[config.mk]
export PLATFORM = sky130hd
export DESIGN_NAME = pwm_fade
export DESIGN_NICKNAME = d
export VERILOG_FILES = /design/src/rtl/pwm_fade.sv
export SDC_FILE = /design/constraint.sdc
export NUM_CORES = 1
export LEC_CHECK = 0
export CAP_MARGIN = 20
export CELL_PAD_IN_SITES_DETAIL_PLACEMENT = 0
export CELL_PAD_IN_SITES_GLOBAL_PLACEMENT = 2
export CORE_UTILIZATION = 35
export DETAILED_ROUTE_END_ITERATION = 8
export PLACE_DENSITY = 0.82
export SLEW_MARGIN = 20
export SYNTH_ARGS = -nofsm -noshare
export SYNTH_HDL_FRONTEND = slang
export SYNTH_SLANG_ARGS = --single-unit
[constraint.sdc]
create_clock -name clk -period 4.35 [get_ports clk]
set_clock_uncertainty 0.05 [all_clocks]
set_input_delay 0.87 -clock clk [delete_from_list [all_inputs] [get_ports clk]]
set_output_delay 0.87 -clock clk [all_outputs]
set_load 0.05 [all_outputs]
[src/rtl/pwm_fade.sv]
// Duty-cycle ramp generator feeding pwm8b value_in: walks value_out toward an
// accepted target by a fixed step every (rate+1) enabled clocks, then pulses done.
module pwm_fade #(
  parameter int WIDTH = 8,
  parameter int DIV_W = 16
) (
  input  logic             clk,
  input  logic             rst_n,
  input  logic             en,
  input  logic             tgt_valid,
  output logic             tgt_ready,
  input  logic [WIDTH-1:0] tgt_value,
  input  logic [DIV_W-1:0] rate,
  input  logic [WIDTH-1:0] step,
  output logic [WIDTH-1:0] value_out,
  output logic             busy,
  output logic             done
);

  // Handshake: a target is taken on any rising edge where tgt_valid && tgt_ready.
  // tgt_ready is combinational and never depends on tgt_valid; a requester seeing
  // ready low must hold tgt_valid and its payload until the accept edge.
  localparam logic [0:0] IDLE = 1'b0;
  localparam logic [0:0] RAMP = 1'b1;

  logic [0:0]       state_q, state_d;
  logic [WIDTH-1:0] value_q, value_d;
  logic [DIV_W-1:0] div_q,   div_d;
  logic [WIDTH-1:0] tgt_q,   tgt_d;
  logic [DIV_W-1:0] rate_q,  rate_d;
  logic [WIDTH-1:0] step_q,  step_d;
  logic             done_q,  done_d;

  logic [WIDTH:0]   up_sum;
  logic [WIDTH:0]   dn_floor;
  logic [WIDTH-1:0] step_val;

  assign tgt_ready = (state_q == IDLE) && en;
  assign busy      = (state_q == RAMP);
  assign done      = done_q;
  assign value_out = value_q;

  // Both bounds are formed one bit wider so the clamp test cannot wrap.
  assign up_sum   = {1'b0, value_q} + {1'b0, step_q};
  assign dn_floor = {1'b0, tgt_q} + {1'b0, step_q};

  always_comb begin
    if (value_q < tgt_q) begin
      step_val = (up_sum >= {1'b0, tgt_q}) ? tgt_q : up_sum[WIDTH-1:0];
    end else begin
      step_val = ({1'b0, value_q} < dn_floor) ? tgt_q : (value_q - step_q);
    end
  end

  always_comb begin
    state_d = state_q;
    value_d = value_q;
    div_d   = div_q;
    tgt_d   = tgt_q;
    rate_d  = rate_q;
    step_d  = step_q;
    done_d  = 1'b0;
    case (state_q)
      IDLE: begin
        if (tgt_valid && tgt_ready) begin
          tgt_d  = tgt_value;
          rate_d = rate;
          step_d = (step == '0) ? WIDTH'(1) : step;
          div_d  = '0;
          if (tgt_value == value_q) begin
            done_d = 1'b1;
          end else begin
            state_d = RAMP;
          end
        end
      end
      RAMP: begin
        if (en) begin
          if (div_q != rate_q) begin
            div_d = div_q + DIV_W'(1);
          end else begin
            div_d   = '0;
            value_d = step_val;
            if (step_val == tgt_q) begin
              state_d = IDLE;
              done_d  = 1'b1;
            end
          end
        end
      end
      default: state_d = IDLE;
    endcase
  end

  always_ff @(posedge clk) begin
    if (!rst_n) begin
      state_q <= IDLE;
      value_q <= '0;
      div_q   <= '0;
      tgt_q   <= '0;
      rate_q  <= '0;
      step_q  <= '0;
      done_q  <= 1'b0;
    end else begin
      state_q <= state_d;
      value_q <= value_d;
      div_q   <= div_d;
      tgt_q   <= tgt_d;
      rate_q  <= rate_d;
      step_q  <= step_d;
      done_q  <= done_d;
    end
  end

endmodule

### Word-level counts from Yosys, hierarchy flattened

Index checks and enable logic that the tools add are counted.

| word-level totals | value |
|---|---|
| output and inout port bits | 11 |
| word-level logic and storage cells | 47 |
| register bits | 58 |
| input port bits | 36 |

| operators by class | value |
|---|---|
| reductions and logical operators | 6 |
| $lt $le $gt $ge | 3 |
| equal/unequal tests | 5 |
| mux-type cells | 20 |
| add/subtract/negate cells | 4 |
| bitwise gates (word level) | 2 |

Operators by type and width:

| operator | number |
|---|---|
| 16-bit two-way mux | 3 |
| 8-bit two-way mux | 4 |
| 16-bit case mux with 2 select lines | 1 |
| 8-bit by 8-bit adder with 9-bit output | 2 |
| 16-bit by 1-bit adder with 16-bit output, second input constant | 1 |
| 8-bit equality test | 2 |
| 16-bit != test | 1 |
| 1-bit two-way mux | 10 |
| 9-bit by 8-bit greater-or-equal comparator with 1-bit output | 1 |
| 8-bit by 9-bit less-than comparator with 1-bit output | 1 |
| 8-bit logical NOT | 1 |
| 8-bit less-than comparator | 1 |
| 8-bit subtractor | 1 |
| 1-bit case mux with 2 select lines | 2 |
| 2-bit AND reduction | 2 |
| 3-bit AND reduction | 1 |
| 1-bit logical AND | 2 |
| 2-bit by 1-bit != test with 1-bit output, second input constant | 1 |
| 2-bit != test, second input constant | 1 |
| 1-bit inverter | 2 |

### Longest topological paths before layout

| logic depth | value |
|---|---|
| depth after elaboration | 9 |
| gate-level depth with buffers | 18 |
| gate-level depth less buffers | 17 |

### Worst setup path after synthesis

No wires, ideal clock.

| path | value |
|---|---|
| kind | register -> register |
| from | reg value_q[2] (netlist: value_out[2]) |
| to | reg done_q (netlist: done) |
| stages on the path, launching flop included | 17 |
| arrival time | 3711 ps |
| path buffers | 1 |
| setup slack | 518 ps |
| clock period less this slack | 3832 ps |
| cell sequence | dfxtp_1 ha_1 buf_4 nand2b_4 a211oi_2 nor2_1 o21ai_1 xnor2_1 ha_1 a21oi_1 o221ai_2 a21oi_4 nand3_4 or3_4 a41oi_1 o2111ai_1 a21boi_1 |

| on the way | value |
|---|---|
| word-level cells in the longest chain between the ends | 9 |

RTL lines:

| element | line | text |
|---|---|---|
| start, declared | 27 | `logic [WIDTH-1:0] value_q, value_d;` |
| start signal, assigned | 106 | `value_q <= value_d;` |
| 8-bit by 8-bit adder with 9-bit output | 44 | `assign up_sum = {1'b0, value_q} + {1'b0, step_q};` |
| 9-bit by 8-bit greater-or-equal comparator with 1-bit output | 49 | `step_val = (up_sum >= {1'b0, tgt_q}) ? tgt_q : up_sum[WIDTH-1:0];` |
| 8-bit two-way mux | 49 |  |
| 8-bit two-way mux | 48 | `if (value_q < tgt_q) begin` |
| 8-bit equality test | 84 | `if (step_val == tgt_q) begin` |
| 1-bit two-way mux | 84 |  |
| 1-bit two-way mux | 79 | `if (div_q != rate_q) begin` |
| 1-bit two-way mux | 78 | `if (en) begin` |
| 1-bit case mux with 2 select lines * | 63 | `case (state_q)` |
| end signal, assigned | 111 | `done_q <= done_d;` |
| end, declared | 32 | `logic done_q, done_d;` |

Every way passes the cells marked *; elsewhere a longest branch is shown, timed or not.
A chain may end at the register's enable or synchronous reset.

### Worst setup path in the final report

Ends and elaborated chain as after synthesis.

==> key figures <==
Worst hold path
  • Worst min path class: reg2reg

Place
  • DP HPWL: 10.4 mm
  • DP Cell Count: 799
  • Post-DP Area: 5430 sq um
  • Port bufs: 46
  • Gp weighted congestion: 0.910

Finish
  • Sequential cell area: 1160 sq um
  • Layout area overhead: 19.6%
  • Number of diodes: 0
  • Share of layout cells above drive strength 1: 0.0689
  • Area of the multi-input gates: 3430 sq um
  • Fill cells: 1,411
  • Final instance area: 5770 sq um
  • Final #Nets: 719
  • Fin cells: 815

Detailed routing
  • DRC: 0
  • Via/cell ratio: 5.48
  • Total wire length: 13.5 mm
  • Routed vias: 4,470
  • Iter 0 DRT Violations: 246
  • Antenna viol nets, final: 0
  • Drt wl/cell: 16.6 microns
  • Drt pass-1 iters: 5

Critical path
  • Buffers and inverters on the worst path: 0
  • Setup CP Type: reg2reg
  • Cell family with most CP delay: compound AO/OA/AOI/OAI gates
  • R2R setup slack: 0.33 ns
  • Critical-path top delay cell: dfxtp_1
  • Setup crit start kind: register
  • Critical path cell sequence: ha_1, nand2b_4, a211oi_2, nor2_1, o21ai_1, xnor2_1, ha_1, a21oi_1, o221ai_2, a21oi_4, nand3_4, or3_4, a41oi_1, o2111ai_1, a21boi_1
  • CP Capture Type: register
  • Critical path peak fanout: 9
  • Critical path arrival: 4.23 ns
  • CP peak stage delay: 0.57 ns
  • Crit path top cell by count: ha_1
  • Crit path required time: 4.56 ns

Logic synthesis
  • Seq cells post-synth: 58
  • Yosys top cell area share: 0.241
  • Post-synth ARST share: 0
  • Synthesized area per cell: 8.05 sq um
  • Post-synth EDFFs: 0
  • Fraction of the yosys area taken by sequential cells: 0.241
  • Synthesized Nets: 684
  • Commonest cells in the synthesized netlist: nand2_1 (78), dfxtp_1 (58), ha_1 (46)
  • Xor-xnor portion of the synthesized cell area: 0.0872
  • Post-Synthesis Cells: 599
  • Top-count cell post-synth: nand2_1
  • Ys flop type: dfxtp_1
  • Adder-cell share of the synthesized area: 0.132
  • Synth Area in Compound Gates: 0.239
  • Synth unique cells: 67
  • Yosys top cell by area: dfxtp_1
  • Mux cell area share after synthesis: 0.0104
  • Synthesized area: 4820 sq um
  • Synth warn: 0
  • Synth top area cells: dfxtp_1 (24%), ha_1 (12%), xnor2_1 (7.1%), nand2_1 (6.1%), a21boi_0 (4.8%)
  • Largest family of logic cells by synthesized area: simple AND/OR/NAND/NOR gates
  • Simple-gate area share of the yosys netlist: 0.242

Clock tree
  • Clk buf depth: 2
  • Clk sinks: 58
  • Post-CTS setup buffers: 0
  • Root buf cell: clkbuf_16
  • Total CTS buffers: 9
  • CTS H-tree lvls: 3
  • Clock Latency Late Sink: 0.33 ns
  • Clk slew on worst S/H paths: 0.05 ns
  • Hold bufs inserted after CTS: 0
  • TritonCTS clock tree: done

Flow run
  • Max_cap viols: 0

Timing
  • Final setup viols: 0
  • Crit path time final: 4.02 ns
  • Final hold viol count: 0
  • Tightest Pin Transition: 0.907 ns
  • Max Transition Viols Final: 0
  • Peak Freq: 0.249 GHz
  • RSZ-0062 raised after global routing: no
  • Final setup TNS: 0 ns
  • Period utilization: 0.924
  • Hold WS: 0.428 ns
  • Worst rel slew slack: 0.393

Global routing
  • Initial antenna violation count: 0
  • Gr ovfl total: 0
  • Largest net degree at the start of global routing: 59
  • Vias in the first global route: 4,209
  • Total Routing Usage GR: 0.197
  • First-pass GRT wire length: 22.0 mm

Power
  • Power Density: 327 nW/um^2
  • Worst VDD drop: 190 uV
  • Leakage Power: 2.17 nW

Floorplan
  • Row cnt: 42
  • Core area: 13,300 sq um
  • Io pins: 47
  • Die Y: 119 microns
  • Die X-Extent: 119 microns
  • Initial Util: 0.361
  • Full die area: 14,300 sq um

Status
  • Status: finished clean
[final timing paths]
kind,from,to,cells after the start
worst max-delay path,value_out[2],done,15
worst max register to register,value_out[2],done,15
worst min-delay path,rate_q[0],rate_q[0],2
worst min register to register,rate_q[0],rate_q[0],2
[per-stage QoR]
| stage | total power [mW] | utilization | worst slack [ns] |
|---|---|---|---|
| global placement | 1.10 | 0.407 | 0.339 |
| floorplan | 0.955 | - | 0.518 |
| global route | 1.98 | 0.432 | 0.0335 |
| CTS | 1.89 | 0.431 | 0.301 |
| finish | 1.88 | 0.432 | 0.329 |
| detailed placement | 1.11 | 0.407 | 0.337 |
[metal layers]
| metal | track usage | wire length [microns] | vias up | part of all wire |
|---|---|---|---|---|
| li1 | - | - | 2224 | - |
| met1 | 0.288 | 7000 | 2137 | 0.52 |
| met3 | 0.0402 | 629 | 11 | 0.046 |
| met2 | 0.290 | 5770 | 98 | 0.43 |
| met4 | 0.0500 | 139 | 0 | 0.010 |
| met5 | 0 | 0 | - | 0 |
[kinds of logic (layout without fill, tap and decap cells)]
logic type,after synthesis,count (layout)
fa+ha+maj,49,49
xor+xnor,48,48
compound gates,163,163
simple gates,220,220
mux,5,5
flops,58,58
buf+inv,56,96
[report_power, final]
part | internal (mW) | total (mW) | switching (mW)
Combinational | 0.216 | 0.525 | 0.308
Clock | 0.517 | 0.780 | 0.263
Sequential | 0.552 | 0.579 | 0.0271
[registers in the layout, indices dropped and copies added (netlist names)]
name,flops
done,1
div_q,16
rate_q,16
value_out,8
busy,1
step_q,8
tgt_q,8
[worst min-delay path, stage by stage (launching register included)]
cell	delay, ns
dfxtp_1	0.32
nand2_1	0.05
a21boi_0	0.06
[final cells by class]
type,instances,share of cell area
Clock inverter,6,0.0156
Timing Repair Buffer,55,0.0916
Inverter,25,0.0163
Clock buffer,10,0.0414
Multi-Input combinational cell,485,0.596
Sequential cell,58,0.201
Tap cell,176,0.0382
[cell usage in the layout, fill, tap and decap left out, types with 10 or more instances in the layout]
cell type,netlist,routed
a21oi_1,31,31
clkdlybuf4s50_1,0,46
ha_1,46,46
nor3b_1,11,11
nor3_1,12,11
nor2b_1,20,20
o21ai_0,28,28
a21boi_0,31,31
and3_1,10,10
nand3_1,16,16
inv_1,24,24
nand2_1,78,78
nor2_1,19,19
xnor2_1,39,39
dfxtp_1,58,58
[timing repair]
action | in CTS | in global routing
hold endpoints to repair | 0 | 0
setup endpoints to repair | 0 | 2
gates resized for setup | 0 | 2
Power figures use the tool's default switching activity.
